<file path="config.mk">
export PLATFORM = sky130hd
export DESIGN_NAME = simd_int_adder_pipe
export DESIGN_NICKNAME = d
export VERILOG_FILES = /design/src/rtl/alu_int_pkg.sv /design/src/rtl/seg_adder8.sv /design/src/rtl/simd_int_adder_pipe.sv
export SDC_FILE = /design/constraint.sdc
export NUM_CORES = 1
export LEC_CHECK = 0
export ABC_AREA = 0
export CAP_MARGIN = 40
export CORE_ASPECT_RATIO = 1.4
export CORE_MARGIN = 1
export CORE_UTILIZATION = 40
export CTS_CLUSTER_SIZE = 12
export DETAILED_ROUTE_END_ITERATION = 8
export GPL_TIMING_DRIVEN = 0
export PLACE_DENSITY = 0.67
export SYNTH_ARGS = -nofsm -noshare
export SYNTH_HDL_FRONTEND = slang
export SYNTH_SLANG_ARGS = --single-unit
</file>
<file path="constraint.sdc">
create_clock -name clk -period 2.8 [get_ports clk]
set_input_delay 0.28 -clock clk [delete_from_list [all_inputs] [get_ports clk]]
set_output_delay 0.28 -clock clk [all_outputs]
set_load 0.05 [all_outputs]
</file>
<file path="src/rtl/alu_int_pkg.sv">
// alu_int_pkg: shared lane modes, segment width and lane-top helper for the SIMD integer adder.
package alu_int_pkg;
    localparam int SEG_W = 8;
    typedef enum logic [1:0] {VEC8, VEC16, VEC32, VEC64} lane_mode_t;
    function automatic logic lane_mask(input lane_mode_t vec, input int seg);
        int n;
        n = (1 << int'(vec)) - 1;
        return (seg & n) == n;
    endfunction
endpackage

</file>
<file path="src/rtl/seg_adder8.sv">
// seg_adder8: one 8-bit segment add with carry-in, producing sum, generate and propagate.
module seg_adder8 import alu_int_pkg::*; (
    input  logic [SEG_W-1:0] a_i,
    input  logic [SEG_W-1:0] b_i,
    input  logic             ci_i,
    output logic [SEG_W-1:0] s_o,
    output logic             g_o,
    output logic             p_o
);
    assign {g_o, s_o} = {1'b0, a_i} + {1'b0, b_i} + {{SEG_W{1'b0}}, ci_i};
    assign p_o = &(a_i ^ b_i);
endmodule

</file>
<file path="src/rtl/simd_int_adder_pipe.sv">
// simd_int_adder_pipe: pipelined SIMD lane adder (pairwise, 3-operand widened, 2W chain).
// Optional unsigned saturation of pairwise lanes when INT_ADDER_SAT_EN is defined.
module simd_int_adder_pipe import alu_int_pkg::*; #(
    parameter int W      = 32,
    parameter int STAGES = 2
) (
    input  logic               clk,
    input  logic               rst,
    input  logic               in_valid,
    output logic               in_ready,
    input  logic               form,
    input  logic [1:0]         vec,
`ifdef INT_ADDER_SAT_EN
    input  logic               sat,
`endif
    input  logic [W-1:0]       A,
    input  logic [W-1:0]       B,
    input  logic [W-1:0]       C,
    input  logic [W-1:0]       D,
    output logic               out_valid,
    input  logic               out_ready,
    output logic [W-1:0]       Y1,
    output logic [W-1:0]       Y2,
    output logic [W/SEG_W-1:0] cout
);
    localparam int NSEG = W / SEG_W;

    typedef struct packed {
        logic [W-1:0]    sac, sbd, sabc;
        logic [NSEG-1:0] gac, pac, gbd, pbd, gabc, pabc, kt;
        logic            form;
        lane_mode_t      vec;
        logic            sat;
    } s1_t;

    function automatic logic [NSEG-1:0] tops(input lane_mode_t v);
        for (int i = 0; i < NSEG; i++) tops[i] = (v == VEC64) ? (i == NSEG-1) : lane_mask(v, i);
    endfunction

    logic [W-1:0] sac_x, sbd_x, sabc_x, s_x, k_x, ks_x, bm_x;
    logic [NSEG-1:0] gac_x, pac_x, gbd_x, pbd_x, gabc_x, pabc_x, kt_x, t1, tb1;
    logic sat_x, o_adv, sv;
    s1_t s1_d, st;

`ifdef INT_ADDER_SAT_EN
    assign sat_x = sat;
`else
    assign sat_x = 1'b0;
`endif

    // A+B+C is reduced carry-save style; the shifted majority vector must not cross lane bottoms
    assign s_x  = A ^ B ^ C;
    assign k_x  = (A & B) | (A & C) | (B & C);
    assign t1   = tops(lane_mode_t'(vec));
    assign tb1  = {t1[NSEG-2:0], 1'b1};
    assign ks_x = (k_x << 1) & ~bm_x;

    for (genvar i = 0; i < NSEG; i++) begin : g_seg
        assign bm_x[SEG_W*i +: SEG_W] = {{(SEG_W-1){1'b0}}, tb1[i]};
        assign kt_x[i] = k_x[SEG_W*i + SEG_W-1];
        seg_adder8 u_ac  (.a_i(A[SEG_W*i +: SEG_W]),   .b_i(C[SEG_W*i +: SEG_W]),    .ci_i(1'b0),
                          .s_o(sac_x[SEG_W*i +: SEG_W]),  .g_o(gac_x[i]),  .p_o(pac_x[i]));
        seg_adder8 u_bd  (.a_i(B[SEG_W*i +: SEG_W]),   .b_i(D[SEG_W*i +: SEG_W]),    .ci_i(1'b0),
                          .s_o(sbd_x[SEG_W*i +: SEG_W]),  .g_o(gbd_x[i]),  .p_o(pbd_x[i]));
        seg_adder8 u_abc (.a_i(s_x[SEG_W*i +: SEG_W]), .b_i(ks_x[SEG_W*i +: SEG_W]), .ci_i(1'b0),
                          .s_o(sabc_x[SEG_W*i +: SEG_W]), .g_o(gabc_x[i]), .p_o(pabc_x[i]));
    end

    assign s1_d = '{sac: sac_x, sbd: sbd_x, sabc: sabc_x, gac: gac_x, pac: pac_x, gbd: gbd_x,
                    pbd: pbd_x, gabc: gabc_x, pabc: pabc_x, kt: kt_x, form: form,
                    vec: lane_mode_t'(vec), sat: sat_x};

    assign o_adv = !out_valid || out_ready;

    if (STAGES == 2) begin : g_s2
        logic v1_q;
        s1_t  s1_q;
        always_ff @(posedge clk) begin
            if (rst) begin
                v1_q <= 1'b0;
                s1_q <= '0;
            end else if (in_ready) begin
                v1_q <= in_valid;
                if (in_valid) s1_q <= s1_d;
            end
        end
        assign st       = s1_q;
        assign sv       = v1_q;
        assign in_ready = !v1_q || o_adv;
    end else begin : g_s1
        assign st       = s1_d;
        assign sv       = in_valid;
        assign in_ready = o_adv;
    end

    logic [W-1:0] yac, ybd, yabc, y1h, ma, mb, y1_d, y2_d, y1_q, y2_q;
    logic [NSEG-1:0] t2, tb2, cav, cbv, ccv, cout_d, cout_q;
    logic ca, cb, cc, oa, ob, wide, sat_on, ov_q;
    logic [1:0] h;

    // Segment sums get their carry-in here; carries are cleared after each lane top
    always_comb begin
        t2  = tops(st.vec);
        tb2 = {t2[NSEG-2:0], 1'b1};
        cb  = 1'b0;
        cc  = 1'b0;
        for (int i = 0; i < NSEG; i++) begin
            ybd[SEG_W*i +: SEG_W]  = st.sbd[SEG_W*i +: SEG_W] + {{(SEG_W-1){1'b0}}, cb};
            cbv[i]                 = st.gbd[i] | (st.pbd[i] & cb);
            cb                     = cbv[i] & ~t2[i];
            yabc[SEG_W*i +: SEG_W] = st.sabc[SEG_W*i +: SEG_W] + {{(SEG_W-1){1'b0}}, cc};
            ccv[i]                 = st.gabc[i] | (st.pabc[i] & cc);
            cc                     = ccv[i] & ~t2[i];
        end
        ca = (st.vec == VEC64) && cbv[NSEG-1];
        for (int i = 0; i < NSEG; i++) begin
            yac[SEG_W*i +: SEG_W] = st.sac[SEG_W*i +: SEG_W] + {{(SEG_W-1){1'b0}}, ca};
            cav[i]                = st.gac[i] | (st.pac[i] & ca);
            ca                    = cav[i] & ~t2[i];
        end
        oa = 1'b0;
        ob = 1'b0;
        h  = 2'd0;
        for (int i = NSEG-1; i >= 0; i--) begin
            oa = t2[i] ? cav[i] : oa;
            ob = t2[i] ? cbv[i] : ob;
            h  = t2[i] ? {1'b0, st.kt[i]} + {1'b0, ccv[i]} : h;
            ma[SEG_W*i +: SEG_W]  = {SEG_W{oa}};
            mb[SEG_W*i +: SEG_W]  = {SEG_W{ob}};
            y1h[SEG_W*i +: SEG_W] = tb2[i] ? {{(SEG_W-2){1'b0}}, h} : '0;
        end
        wide   = st.form && st.vec != VEC64;
        sat_on = st.sat && !st.form && st.vec != VEC64;
        y1_d   = wide ? y1h : yac | (sat_on ? ma : '0);
        y2_d   = wide ? yabc : ybd | (sat_on ? mb : '0);
        cout_d = wide ? '0 : t2 & cav;
    end

    always_ff @(posedge clk) begin
        if (rst) begin
            ov_q   <= 1'b0;
            y1_q   <= '0;
            y2_q   <= '0;
            cout_q <= '0;
        end else if (o_adv) begin
            ov_q <= sv;
            if (sv) begin
                y1_q   <= y1_d;
                y2_q   <= y2_d;
                cout_q <= cout_d;
            end
        end
    end

    assign out_valid = ov_q;
    assign Y1        = y1_q;
    assign Y2        = y2_q;
    assign cout      = cout_q;
endmodule

</file>
Word level (Yosys, flattened, before mapping). Cells that the tools add are included.

Add/subtract/negate cells: 28. Multipliers: 0. Divide/modulo/power cells: 0. Order comparisons: 0. Equality and inequality tests: 3. Shift-type cells: 2. Mux-type cells: 17. Bitwise operators: 54. Reductions and logical operators: 27.

Operators by type and width (count): 32-bit AND (4); 31-bit logical NOT (4); 8-bit by 8-bit adder with 9-bit output (12); 8-bit AND reduction (12); 8-bit XOR (12); 8-bit by 1-bit adder with 8-bit output (10); 32-bit logical NOT (2); 32-bit 2-to-1 mux (2); 32-bit bitwise OR (2); 1-bit by 2-bit left shift with 32-bit output, first input constant (2); 32-bit by 2-bit subtractor with 32-bit output, second input constant (2); 32-bit XOR (2); 25-bit NOT with 32-bit output (1); 30-bit logical NOT (1); 1-bit AND (19); 2-bit 2-to-1 mux (7); 1-bit bitwise OR (10); 1-bit by 1-bit adder with 2-bit output (4); 1-bit 2-to-1 mux (7); 4-bit AND (1); 2-bit == test, second input constant (2); 4-bit 2-to-1 mux (1); 2-bit AND reduction (2); 1-bit NOT (3); 4 further kinds (7).

Flip-flop bits (word level): 197. Bits in latches: 0. Memory bits (writable): 0. ROM bits: 0. Output and inout bits: 70. Memories: 0.

Depth between registers and ports, before layout. Gate-level depths: netlist of run 1.

Depth after elaboration: 28. Depth in mapped cells: 17. Mapped depth without buffers: 15.

By module. A second synthesis of run 1 with hierarchy kept.

Cell total of the unflattened synthesis: 1568. Area total of the unflattened synthesis: 13198.9 sq um.

By module, submodules not included: simd_int_adder_pipe (times used 1, cells each 1112, area each 9250.1 sq um, sequential area each 3903.7 sq um); seg_adder8 (times used 12, cells each 38, area each 329.1 sq um, sequential area each 0.0 sq um).

Worst setup path before layout of run 1. OpenSTA, ideal clock, no wires.

Path type: register -> register. Start: register g_s2.s1_q[2] (netlist name). End: register y2_q[22] (netlist: Y2[22]). Arrival time: 2620 ps. Required time: 2730 ps. Path slack: 109 ps. Cell stages (with the launch flop): 16. Path buffers: 3. Clock period less this slack: 2691 ps. Cell sequence: dfxtp_1 buf_2 nor2_1 inv_2 clkbuf_1 ha_1 nand2_1 buf_2 and2_1 ha_1 ha_1 nand3_1 or3_1 nand3_1 o211ai_1 a21oi_1.

Longest elaborated chain between the ends: 11. Elaborated cells on any way between the ends: 22. Those cells by class: 3 x add/sub; 2 x eq/ne; 1 x shift; 3 x mux; 10 x bitwise; 3 x reduce/logical.

RTL lines: start: declaration (line simd_int_adder_pipe.sv:77) `s1_t s1_q;`; start signal: assignment (line simd_int_adder_pipe.sv:81) `s1_q <= '0;`; start signal: assignment (line simd_int_adder_pipe.sv:84) `if (in_valid) s1_q <= s1_d;`; 1-bit by 2-bit left shift with 32-bit output (line alu_int_pkg.sv:7) `n = (1 << int'(vec)) - 1;`; 32-bit by 2-bit subtractor with 32-bit output (line alu_int_pkg.sv:7); 32-bit logical NOT (line alu_int_pkg.sv:8) `return (seg & n) == n;`; 1-bit 2-to-1 mux (line simd_int_adder_pipe.sv:37) `for (int i = 0; i < NSEG; i++) tops[i] = (v == VEC64) ? (i == NSEG-1) : lane_mask(v, i);`; 1-bit NOT (line simd_int_adder_pipe.sv:110, simd_int_adder_pipe.sv:113); 1-bit AND (on tied branches) (line simd_int_adder_pipe.sv:110, simd_int_adder_pipe.sv:113); 1-bit AND (on tied branches) (line simd_int_adder_pipe.sv:109, simd_int_adder_pipe.sv:112); 1-bit bitwise OR (on tied branches) (line simd_int_adder_pipe.sv:109, simd_int_adder_pipe.sv:112); 1-bit AND (on tied branches) (line simd_int_adder_pipe.sv:110, simd_int_adder_pipe.sv:113); 8-bit by 1-bit adder with 8-bit output (on tied branches) (line simd_int_adder_pipe.sv:108, simd_int_adder_pipe.sv:111); 32-bit 2-to-1 mux (*) (line simd_int_adder_pipe.sv:135) `y2_d = wide ? yabc : ybd | (sat_on ? mb : '0);`; end signal: assignment (line simd_int_adder_pipe.sv:149) `y2_q <= y2_d;`; end: declaration (line simd_int_adder_pipe.sv:96) `logic [W-1:0] yac, ybd, yabc, y1h, ma, mb, y1_d, y2_d, y1_q, y2_q;`.

Every way passes the cells marked *; elsewhere a longest branch is shown, timed or not. A chain may end at the register's enable or synchronous reset.

Worst setup path in the final report of run 1.
Start: register g_s2.s1_q[2] (netlist name). End: register y2_q[30] (netlist: Y2[30]).

Longest elaborated chain between the ends: 14. Elaborated cells on any way between the ends: 31. Those cells by class: 3 x add/sub; 2 x eq/ne; 1 x shift; 4 x mux; 17 x bitwise; 4 x reduce/logical.

RTL lines (line): 1-bit by 2-bit left shift with 32-bit output (alu_int_pkg.sv:7); 32-bit by 2-bit subtractor with 32-bit output (alu_int_pkg.sv:7); 32-bit logical NOT (alu_int_pkg.sv:8); 1-bit 2-to-1 mux (simd_int_adder_pipe.sv:37); 1-bit NOT (simd_int_adder_pipe.sv:110, simd_int_adder_pipe.sv:113); 1-bit AND (on tied branches) (simd_int_adder_pipe.sv:110, simd_int_adder_pipe.sv:113); 1-bit AND (on tied branches) (simd_int_adder_pipe.sv:109, simd_int_adder_pipe.sv:112); 1-bit bitwise OR (on tied branches) (simd_int_adder_pipe.sv:109, simd_int_adder_pipe.sv:112); 1-bit AND (on tied branches) (simd_int_adder_pipe.sv:110, simd_int_adder_pipe.sv:113); 1-bit AND (on tied branches) (simd_int_adder_pipe.sv:109, simd_int_adder_pipe.sv:112); 1-bit bitwise OR (on tied branches) (simd_int_adder_pipe.sv:109, simd_int_adder_pipe.sv:112); 1-bit AND (on tied branches) (simd_int_adder_pipe.sv:110, simd_int_adder_pipe.sv:113); 8-bit by 1-bit adder with 8-bit output (on tied branches) (simd_int_adder_pipe.sv:108, simd_int_adder_pipe.sv:111); 32-bit 2-to-1 mux (*) (simd_int_adder_pipe.sv:135).

Marks and branches as above.

==> results of run 1 <==
final cells by class:
cell class,count,area share [%]
Tap cell,440,3.22
Multi-Input combinational cell,1243,52.8
Clock inverter,13,1.27
Buffer,75,1.95
Inverter,72,1.59
Timing Repair Buffer,233,13.6
Sequential cell,195,22.9
Clock buffer,19,2.65
worst min-delay path by stage:
| stage | from | end | slack, ns |
|---|---|---|---|
| after floorplan | form | g_s2.s1_q[3] | 0.42 |
| after CTS | form | g_s2.s1_q[3] | 0.41 |
| final | vec[1] | g_s2.s1_q[2] | 0.25 |
| after global routing | vec[1] | g_s2.s1_q[2] | 0.25 |
| after global placement | g_s2.s1_q[67] | g_s2.s1_q[67] | 0.44 |
| after detailed placement | g_s2.s1_q[64] | g_s2.s1_q[64] | 0.45 |
where the power goes:
group          leakage (nW)  internal, mW  switching (mW)
Sequential             1.60          3.01           0.255
Clock                 0.327          1.65            1.19
Combinational          4.78          1.20            1.64
per-layer routing:
metal  GRT usage [%]  up-vias
met5               0        -
met4            18.5        0
met3            5.08      182
met2            52.5      711
met1            37.4     6349
li1                -     6192
cell usage after synthesis (7+ instances only):
cell / count
dfxtp_1: 195
nand2_1: 188
nor2_1: 137
a21oi_1: 131
ha_1: 121
inv_1: 71
nand3_1: 60
xnor2_1: 59
clkbuf_1: 55
fa_1: 44
o21ai_0: 44
nor3_1: 37
nor2b_1: 35
xor2_1: 32
nand4_1: 30
a21o_1: 27
o21a_1: 27
o211ai_1: 25
and3_1: 22
nor4b_1: 22
a22oi_1: 21
a31oi_1: 21
a211oi_1: 20
and2_1: 17
a311oi_1: 15
buf_2: 14
o31ai_1: 14
a2111o_1: 12
a22o_1: 12
a221oi_1: 10
mux2i_1: 10
o31a_1: 7
registers in the layout (all words and copies together) (netlist names):
register / count
cbv: 1
cout: 4
out_valid: 1
ccv: 1
Y2: 32
g_s2.s1_q: 123
Y1: 32
g_s2.v1_q: 1
logic make-up after synthesis:
logic type	synth area share (%)
AND/OR/NAND/NOR	20.2
AO/OA/AOI/OAI	21.0
flip-flops	29.6
adder cells (fa/ha/maj)	18.1
buffers and inverters	4.31
XOR/XNOR	6.04
multiplexers	0.758
critical path, cell delays in order (launching register included):
cell and delay (ns):
dfxtp_2 0.32, buf_6 0.13, nor2_4 0.14, inv_4 0.06
clkbuf_16 0.15, ha_4 0.17, mux2i_4 0.15, and2_4 0.19
nor2_4 0.04, a21oi_2 0.15, nor2_2 0.06, ha_2 0.22
ha_4 0.18, nand3_4 0.09, nor2_4 0.04, xor2_2 0.15
o211ai_1 0.37, a21oi_1 0.12
per-stage QoR:
| step | std cells | hold slack [ns] |
|---|---|---|
| 5_1_grt | 2290 | 0.254 |
| 4_1_cts | 2280 | 0.413 |
| 6_report | 2290 | 0.246 |
| 2_1_floorplan | 1585 | 0.416 |
| 3_5_place_dp | 2243 | 0.448 |
| 3_3_place_gp | 2229 | 0.440 |
what timing repair did:
| item | 4_1_cts | 5_1_grt |
|---|---|---|
| gates resized for setup | 40 | 34 |
| pin swaps | 11 | 13 |
| buffers inserted | 5 | 10 |
| endpoints found under the setup margin | 38 | 24 |
==> impl_summary.txt, run 1 <==
----------------------------------------------------
[Status]
  Result of the run ... finished, violations left
  Failing checks ... setup timing

[Placed design]
  Post-Place Cell Area ... 16000 um^2
  Pre-CTS setup slack ... -0.812 ns
  Port Buf Inserts ... 204
  Post-detailed-placement half-perimeter wirelength ... 41.2 mm
  GPL Wtd Cong ... 0.985

[Clock network]
  CTS tree ... built
  Clk Tree Root Cell ... clkbuf_16
  Inserted Clock Buffers ... 17
  Clock slew at reported path FFs ... 0.07 ns
  Bufs on Longest Clock Path ... 2
  Clock latency on the worst-skew pair ... 0.46 ns
  Level count of the clock H-tree ... 4
  Hold-fix buffer count after cts ... 0
  Number of sinks driven by the clock tree ... 195

[Global route]
  Wire length of the first global-routing pass ... 77.2 mm
  Maximum number of pins on one net before global-route repair ... 18
  Vias in the first global route ... 12974
  Initial antenna violation count ... 0
  Global-route usage over all layers ... 31.2%
  GR Overflow Total ... 0

[Die]
  Floorplan die area ... 33800 um^2
  Total core area ... 32500 um^2
  Vertical die dimension ... 217 um
  Effective utilization at floorplan ... 40.6%
  Ports placed on the boundary ... 205
  Die width ... 156 um
  Total number of placement rows ... 78

[Detailed routing]
  Met3 wire length ... 4.49 mm
  Detailed-routing iteration count for the pre-antenna-repair pass ... 5
  Sum of routed wire length over all layers ... 52.5 mm
  Total number of vias ... 13434
  Routed length on met1 ... 20.0 mm
  Drt first-iter violations ... 1168
  Number of vias per cell after detailed routing ... 5.87
  Top routing layer in use ... met4
  WL met2 ... 24.8 mm
  DRC Markers ... 0
  DRT antenna net count ... 0
  Routed wire length per instance ... 22.9 um

[Power and ir drop]
  Power density relative to cell area ... 523 nW/um^2
  Power consumption ... 8.95 mW
  VDD IR max ... 277 uV
  Leakage dissipation ... 6.71 nW

[Yosys]
  Top post-synthesis cells by area ... dfxtp_1 30%, ha_1 11%, fa_1 6.7%
  Netlist area before placement ... 13200 um^2
  Synthesized area per cell ... 8.33 um^2
  Most frequently used flop master after synthesis ... dfxtp_1
  Share of the synthesized area in the top cell type ... 29.6%
  Number of distinct library cell variants in the gate-level netlist after synthesis ... 52
  Syn. warnings ... 0
  Flop and latch count out of synthesis ... 195
  Number of standard cells after synthesis ... 1585
  Share of flip-flops with an asynchronous set or reset after synthesis ... 0%
  Number of enable flip-flop cells after synthesis ... 0
  Net count of the mapped netlist ... 1885
  Sequential-to-total area share from yosys stat ... 29.6%
  Top cell type by total area after synthesis ... dfxtp_1

[Finish]
  Number of nets in the finished design ... 2137
  Fill count ... 3090
  Fraction of final layout cells sized beyond drive strength 1 ... 6.97%
  Antenna diode count ... 0
  Total area of sequential cells ... 3910 um^2
  Post-layout util ... 52.6%
  Multi-input combinational cell area ... 9040 um^2
  Most common library cell in the layout ignoring fill and taps ... clkdlybuf4s50_1
  Most frequent cells in the layout ... 203 x clkdlybuf4s50_1, 193 x dfxtp_1, 187 x nand2_1
  Area growth from synthesis to layout ... 29.5%
  Post-route standard cell area excluding fillers ... 17100 um^2

[Timing]
  Crit share post-route ... 103%
  Crit path time final ... 2.88 ns
  Final-report setup violation count ... 1
  Number of failing hold endpoints at the final stage ... 0
  Worst Max-Slew Pin Slew ... 1.05 ns
  Upper clock frequency limit ... 0.348 GHz
  Worst clock skew on the final layout ... 0.0103 ns
  Tightest slew margin relative to the limit ... 30.0%
  Max-slew violation count ... 0
  Total Neg Setup Slack ... -0.0763 ns
  Setup repair after global routing missed its margin ... true
  Post-route worst setup slack ... -0.0763 ns

[Setup path]
  Nature of the critical path endpoint ... flop
  Destination of the critical timing path ... Y2[30]
  Worst path arrival time ... 3.20 ns
  R2R setup slack ... -0.08 ns
  Data required time of the worst path ... 3.12 ns
  Worst Reg2Reg Path Length in Cells ... 17
  Worst setup path category ... reg2reg
  Startpoint kind of the worst setup timing path ... flop
  Worst reg2reg path startpoint ... g_s2.s1_q[2]
  R2R Path End ... Y2[30]
  Critical-path maximum fanout ... 7
  Critical path launch point ... g_s2.s1_q[2]

[Flow run]
  Max-cap violations ... 0

[Worst hold path]
  Cell count of the worst hold path ... 3
  Class of the tightest hold or removal check ... in2reg

----------------------------------------------------
Note: power is estimated with default switching activity, not from simulation.
==> inputs of run 2 (changes only) <==
Settings changed: CAP_MARGIN 40 to not set, CORE_MARGIN 1 to not set.
==> run 2 against run 1 <==
  * Worst hold slack got worse by 0.039 ns
  * Core utilization shrank 0.82 points
  * Sequential power hardly changed
  * Combinational power is 1% lower
  * First-iteration DRC count grew 3.3%
  * The flow still finishes with violations (setup timing)
  * Sequential cell count unchanged
  * Via count shrank 0.19%
  * Power is 2.8% lower
  * Register-to-register slack gained 0.11 ns
  * Count of clock-buffer cells in the layout is 1 higher
  * Non-clock buffer count shrank 15
  * Highest routed layer unchanged
  * Largest power group unchanged
  * Largest cell class unchanged
==> impl_summary.txt, run 2 (synthesis results as in run 1) <==
----------------------------------------------------
[Clock network]
  CTS tree ... built (unchanged)
  Clk Tree Root Cell ... clkbuf_16 (unchanged)
  Inserted Clock Buffers ... 17 (unchanged)
  Level count of the clock H-tree ... 4 (unchanged)
  Clock latency on the worst-skew pair ... 0.46 ns (about the same)
  Hold-fix buffer count after cts ... 0 (unchanged)
  Clock slew at reported path FFs ... 0.07 ns (about the same)
  Number of sinks driven by the clock tree ... 195 (unchanged)
  Bufs on Longest Clock Path ... 2 (unchanged)

[Timing]
  Max-slew violation count ... 0 (unchanged)
  Post-route worst setup slack ... -0.0456 ns (was -0.0763 ns)
  Number of failing hold endpoints at the final stage ... 0 (unchanged)
  Worst clock skew on the final layout ... 0.0133 ns (was 0.0103 ns)
  Upper clock frequency limit ... 0.351 GHz (was 0.348 GHz)
  Smallest hold slack ... 0.207 ns (was 0.246 ns)
  Crit share post-route ... 102% (was 103%)
  Crit path time final ... 2.85 ns (was 2.88 ns)
  Final-report setup violation count ... 10 (was 1)
  Tightest slew margin relative to the limit ... 17.0% (was 30.0%)
  Worst Max-Slew Pin Slew ... 1.24 ns (was 1.05 ns)

[Finish]
  Total area of sequential cells ... 3910 um^2 (about the same)
  Most frequent cells in the layout ... 202 x clkdlybuf4s50_1, 193 x dfxtp_1, 187 x nand2_1 (was 203 x clkdlybuf4s50_1, 193 x dfxtp_1, 187 x nand2_1)
  Fill count ... 3107 (was 3090)
  Flip-flop count of the largest register after layout ... 123 (unchanged)
  Multi-input combinational cell area ... 8990 um^2 (was 9040 um^2)
  Post-route standard cell area excluding fillers ... 16800 um^2 (was 17100 um^2)
  Most common library cell in the layout ignoring fill and taps ... clkdlybuf4s50_1 (unchanged)
  Area growth from synthesis to layout ... 27.5% (was 29.5%)
  Most flops, register ... g_s2.s1_q (unchanged)
  Fraction of final layout cells sized beyond drive strength 1 ... 6.16% (was 6.97%)
  Number of nets in the finished design ... 2122 (was 2137)

[Worst hold path]
  Cell count of the worst hold path ... 3 (unchanged)
  Class of the tightest hold or removal check ... in2reg (unchanged)

[Setup path]
  Critical path launch point ... rst (was g_s2.s1_q[2])
  Worst reg2reg path startpoint ... g_s2.s1_q[1] (was g_s2.s1_q[2])
  Destination of the critical timing path ... g_s2.s1_q[68] (was Y2[30])
  Nature of the critical path endpoint ... flop (unchanged)
  Data required time of the worst path ... 3.11 ns (was 3.12 ns)
  Worst path arrival time ... 3.15 ns (was 3.20 ns)
  Startpoint kind of the worst setup timing path ... primary input (was flop)
  Worst setup path category ... in2reg (was reg2reg)
  Worst Reg2Reg Path Length in Cells ... 16 (was 17)
  R2R setup slack ... 0.03 ns (was -0.08 ns)
  Critical-path maximum fanout ... 10 (was 7)
  R2R Path End ... Y2[30] (unchanged)

[Power and ir drop]
  Power consumption ... 8.69 mW (was 8.95 mW)
  Leakage dissipation ... 6.60 nW (was 6.71 nW)
  VDD IR max ... 370 uV (was 277 uV)
  Power density relative to cell area ... 516 nW/um^2 (was 523 nW/um^2)

[Global route]
  Maximum number of pins on one net before global-route repair ... 17 (was 18)
  GR Overflow Total ... 0 (unchanged)
  Vias in the first global route ... 12951 (was 12974)
  Global-route usage over all layers ... 31.3% (was 31.2%)
  Initial antenna violation count ... 1 (was 0)
  Wire length of the first global-routing pass ... 77.2 mm (about the same)

[Detailed routing]
  Number of vias per cell after detailed routing ... 5.89 (was 5.87)
  Routed wire length per instance ... 23.1 um (was 22.9 um)
  Sum of routed wire length over all layers ... 52.5 mm (about the same)
  Drt first-iter violations ... 1207 (was 1168)
  DRT antenna net count ... 0 (unchanged)
  Total number of vias ... 13408 (was 13434)
  DRC Markers ... 0 (unchanged)
  Detailed-routing iteration count for the pre-antenna-repair pass ... 5 (unchanged)

[Die]
  Total core area ... 32500 um^2 (unchanged)
  Vertical die dimension ... 217 um (unchanged)
  Floorplan die area ... 33800 um^2 (unchanged)
  Total number of placement rows ... 78 (unchanged)
  Effective utilization at floorplan ... 40.6% (unchanged)
  Die width ... 156 um (unchanged)
  Ports placed on the boundary ... 205 (unchanged)

[Placed design]
  Post-Place Cell Area ... 15800 um^2 (was 16000 um^2)
  GPL Wtd Cong ... 0.985 (unchanged)
  Pre-CTS setup slack ... -0.789 ns (was -0.812 ns)
  Port Buf Inserts ... 204 (unchanged)
  Post-detailed-placement half-perimeter wirelength ... 40.3 mm (was 41.2 mm)

[Status]
  Failing checks ... setup timing (unchanged)
  Result of the run ... finished, violations left (unchanged)

[Flow run]
  Max-cap violations ... 0 (unchanged)

----------------------------------------------------
## run 2: worst min path at each step
stage	from	slack [ns]	end
3_5_place_dp	g_s2.s1_q[67]	0.44	g_s2.s1_q[67]
6_report	vec[0]	0.21	g_s2.s1_q[1]
5_1_grt	vec[0]	0.22	g_s2.s1_q[1]
3_3_place_gp	g_s2.s1_q[67]	0.44	g_s2.s1_q[67]
4_1_cts	form	0.42	g_s2.s1_q[3]
2_1_floorplan	form	0.42	g_s2.s1_q[3]
## run 2: final cells by class
| cell class | instances | area share [%] |
|---|---|---|
| buffer | 74 | 1.99 |
| sequential | 195 | 23.2 |
| multi-input combinational | 1243 | 53.4 |
| inverter | 72 | 1.61 |
| clock inverter | 11 | 0.892 |
| clock buffer | 20 | 2.77 |
| antenna | 1 | 0.0149 |
| timing repair buffer | 219 | 12.8 |
| tap | 440 | 3.27 |
## run 2: repair_timing
action / CTS / global route
buffers inserted: 8 / 7
gates resized for setup: 39 / 36
pin swaps: 8 / 11
endpoints found under the setup margin: 39 / 21
## run 2: through the flow
stage                     util (%)  setup TNS, ns  std cells
after floorplan                  -              0       1585
after global placement        48.6         -28.12       2229
after detailed placement      48.6         -30.59       2229
after CTS                     51.2        -0.0423       2268
after global routing          51.8        -0.0330       2274
final                         51.8         -0.291       2275
## run 2: worst max-delay path, stage by stage
cell and delay (ns):
clkdlybuf4s50_1 0.58, clkbuf_1 0.59, clkdlybuf4s15_1 0.79, clkbuf_1 0.78
nor2_1 0.12
## run 2: per-layer routing
metal | wire, um | part of all wire [%] | GRT usage (%) | vias to the layer above
met5 | 0 | 0 | 0 | -
li1 | - | - | - | 6156
met1 | 20300 | 39 | 37.2 | 6417
met2 | 25000 | 48 | 52.2 | 664
met3 | 4050 | 7.7 | 5.12 | 171
met4 | 3260 | 6.2 | 20.0 | 0
## run 2: power by group
part,leakage (nW),switching (mW),internal (mW)
Clock,0.299,1.16,1.48
Sequential,1.60,0.252,3.01
Combinational,4.70,1.63,1.17
Total,6.60,3.04,5.65
==> inputs of run 3 (changes only) <==
Settings changed: CORE_ASPECT_RATIO 1.4 to not set, PLACE_DENSITY 0.67 to 0.72.
==> run 3 against run 2 <==
  * Clock skew down 0.0016 ns
  * Die area about the same
  * Worst setup slack better by 0.12 ns
  * Largest cell class unchanged
  * First-iteration DRC count increased by 15%
  * The flow now finishes without violations
  * Highest routed layer is now met5
  * Clock power shrank 8.3%
  * Sequential share of layout area up 0.12 points
==> impl_summary.txt, run 3 (synthesis results as in run 1) <==
----------------------------------------------------
[Power and ir drop]
  Leakage dissipation ... 6.52 nW (was 6.60 nW)
  VDD IR max ... 397 uV (was 370 uV)
  Power consumption ... 8.50 mW (was 8.69 mW)
  Power density relative to cell area ... 508 nW/um^2 (was 516 nW/um^2)

[Global route]
  GR Layer Usage met2 ... 45.7% (was 52.2%)
  Met3 layer usage reported by global route ... 5.71% (was 5.12%)
  Vias in the first global route ... 12262 (was 12951)
  Maximum number of pins on one net before global-route repair ... 18 (was 17)
  Wire length of the first global-routing pass ... 73.8 mm (was 77.2 mm)
  GR met1 Demand/Resource ... 41.1% (was 37.2%)
  Initial antenna violation count ... 2 (was 1)
  GR Overflow Total ... 0 (unchanged)
  Busiest layer in global routing ... met2 (unchanged)
  Global-route usage over all layers ... 29.6% (was 31.3%)

[Die]
  Ports placed on the boundary ... 205 (unchanged)
  Die width ... 184 um (was 156 um)
  Floorplan die area ... 33700 um^2 (was 33800 um^2)
  Total number of placement rows ... 66 (was 78)
  Effective utilization at floorplan ... 40.6% (about the same)
  Total core area ... 32500 um^2 (about the same)
  Vertical die dimension ... 184 um (was 217 um)

[Detailed routing]
  Number of vias per cell after detailed routing ... 5.90 (was 5.89)
  Sum of routed wire length over all layers ... 50.5 mm (was 52.5 mm)
  Detailed-routing iteration count for the pre-antenna-repair pass ... 6 (was 5)
  DRC Markers ... 0 (unchanged)
  Total number of vias ... 13400 (was 13408)
  Drt first-iter violations ... 1393 (was 1207)
  DRT antenna net count ... 0 (unchanged)
  Routed wire length per instance ... 22.2 um (was 23.1 um)

[Setup path]
  Nature of the critical path endpoint ... flop (unchanged)
  Critical-path maximum fanout ... 10 (unchanged)
  Worst setup path category ... reg2reg (was in2reg)
  Data required time of the worst path ... 3.11 ns (about the same)
  Startpoint kind of the worst setup timing path ... flop (was primary input)
  Worst path arrival time ... 3.04 ns (was 3.15 ns)

[Placed design]
  Port Buf Inserts ... 204 (unchanged)
  GPL Wtd Cong ... 0.966 (was 0.985)
  Placed instance count ... 2231 (was 2229)
  Post-Place Cell Area ... 15800 um^2 (about the same)
  Post-detailed-placement half-perimeter wirelength ... 39.2 mm (was 40.3 mm)

[Timing]
  Setup repair after global routing missed its margin ... true
  Worst Max-Slew Pin Slew ... 1.04 ns (was 1.24 ns)
  Crit share post-route ... 97.3% (was 102%)
  Tightest slew margin relative to the limit ... 30.3% (was 17.0%)
  Number of failing hold endpoints at the final stage ... 0 (unchanged)
  Total Neg Setup Slack ... 0 ns (was -0.291 ns)
  Final-report setup violation count ... 0 (was 10)
  Crit path time final ... 2.72 ns (was 2.85 ns)
  Max-slew violation count ... 0 (unchanged)
  Worst clock skew on the final layout ... 0.0117 ns (was 0.0133 ns)
  Upper clock frequency limit ... 0.367 GHz (was 0.351 GHz)

[Clock network]
  Clock latency on the worst-skew pair ... 0.45 ns (was 0.46 ns)
  Bufs on Longest Clock Path ... 2 (unchanged)
  Inserted Clock Buffers ... 17 (unchanged)
  Number of sinks driven by the clock tree ... 195 (unchanged)
  Level count of the clock H-tree ... 4 (unchanged)
  Clock slew at reported path FFs ... 0.07 ns (about the same)
  Clk Tree Root Cell ... clkbuf_16 (unchanged)
  CTS tree ... built (unchanged)

[Flow run]
  Max-cap violations ... 0 (unchanged)

[Finish]
  Count of placed standard cells in the final layout, fillers left out ... 2270 (was 2275)
  Fraction of final layout cells sized beyond drive strength 1 ... 5.96% (was 6.16%)
  Flip-flop count of the largest register after layout ... 123 (unchanged)
  Number of nets in the finished design ... 2116 (was 2122)
  Most flops, register ... g_s2.s1_q (unchanged)
  Antenna diode count ... 0 (was 1)
  Most common library cell in the layout ignoring fill and taps ... clkdlybuf4s50_1 (unchanged)
  Post-layout util ... 51.4% (was 51.8%)
  Post-route standard cell area excluding fillers ... 16700 um^2 (was 16800 um^2)
  Most frequent cells in the layout ... 202 x clkdlybuf4s50_1, 194 x dfxtp_1, 187 x nand2_1 (was 202 x clkdlybuf4s50_1, 193 x dfxtp_1, 187 x nand2_1)
  Fill count ... 3127 (was 3107)
  Area growth from synthesis to layout ... 26.7% (was 27.5%)

[Worst hold path]
  Class of the tightest hold or removal check ... in2reg (unchanged)

[Status]
  Result of the run ... completed (was finished, violations left)

----------------------------------------------------
[run 3: worst max-delay path, cell delays in order, from the launching register on]
cell,delay [ns]
dfxtp_1,0.32
buf_6,0.14
nor2_4,0.09
inv_2,0.06
buf_8,0.14
ha_4,0.17
mux2i_4,0.16
and2_4,0.20
nor2_4,0.05
a21oi_2,0.20
nor2_2,0.05
ha_2,0.20
ha_2,0.19
nand3_2,0.10
nor2_2,0.05
xor2_1,0.13
o211ai_1,0.25
a21oi_1,0.11
[run 3: path summary, 6_finish.rpt]
path / from / endpoint / slack, ns / depth (start not counted)
setup / recovery: g_s2.s1_q[2] / Y2[30] / 0.08 / 17
hold / removal: vec[1] / g_s2.s1_q[2] / 0.25 / 3
setup reg to reg: g_s2.s1_q[2] / Y2[30] / 0.08 / 17
hold reg to reg: Y2[10] / Y2[10] / 0.45 / 2
[run 3: power by group]
group	internal, mW	leakage, nW	switching (mW)	total (mW)
clock	1.27	0.266	1.16	2.42
combinational	1.17	4.65	1.65	2.82
sequential	3.01	1.60	0.253	3.26
[run 3: per-layer routing]
metal | up-vias | wire length, um
li1 | 6147 | -
met2 | 749 | 21800
met1 | 6392 | 21500
met3 | 110 | 5550
met5 | - | 13
met4 | 2 | 1600
[run 3: layout make-up]
cell class                 count  area [um^2]  area share (%)
multi-input combinational   1243         9010            53.8
inverter                      72          270            1.61
clock buffer                  19          443            2.65
tap                          442          553            3.30
clock inverter                12          123           0.733
timing repair buffer         212         2110            12.6
buffer                        75          324            1.94
sequential                   195         3910            23.3
[run 3: timing repair]
action | 4_1_cts | 5_1_grt
hold buffers | 0 | 0
resized for setup | 41 | 34
endpoints found under the setup margin | 38 | 22
buffers inserted | 4 | 4
pin swaps | 9 | 19
[run 3: metrics by stage]
stage	worst slack (ns)	hold WS, ns
3_5_place_dp	-0.698	0.445
6_report	0.0770	0.255
5_1_grt	-0.0183	0.276
4_1_cts	0.0206	0.440
3_3_place_gp	-0.655	0.443
2_1_floorplan	0.109	0.416
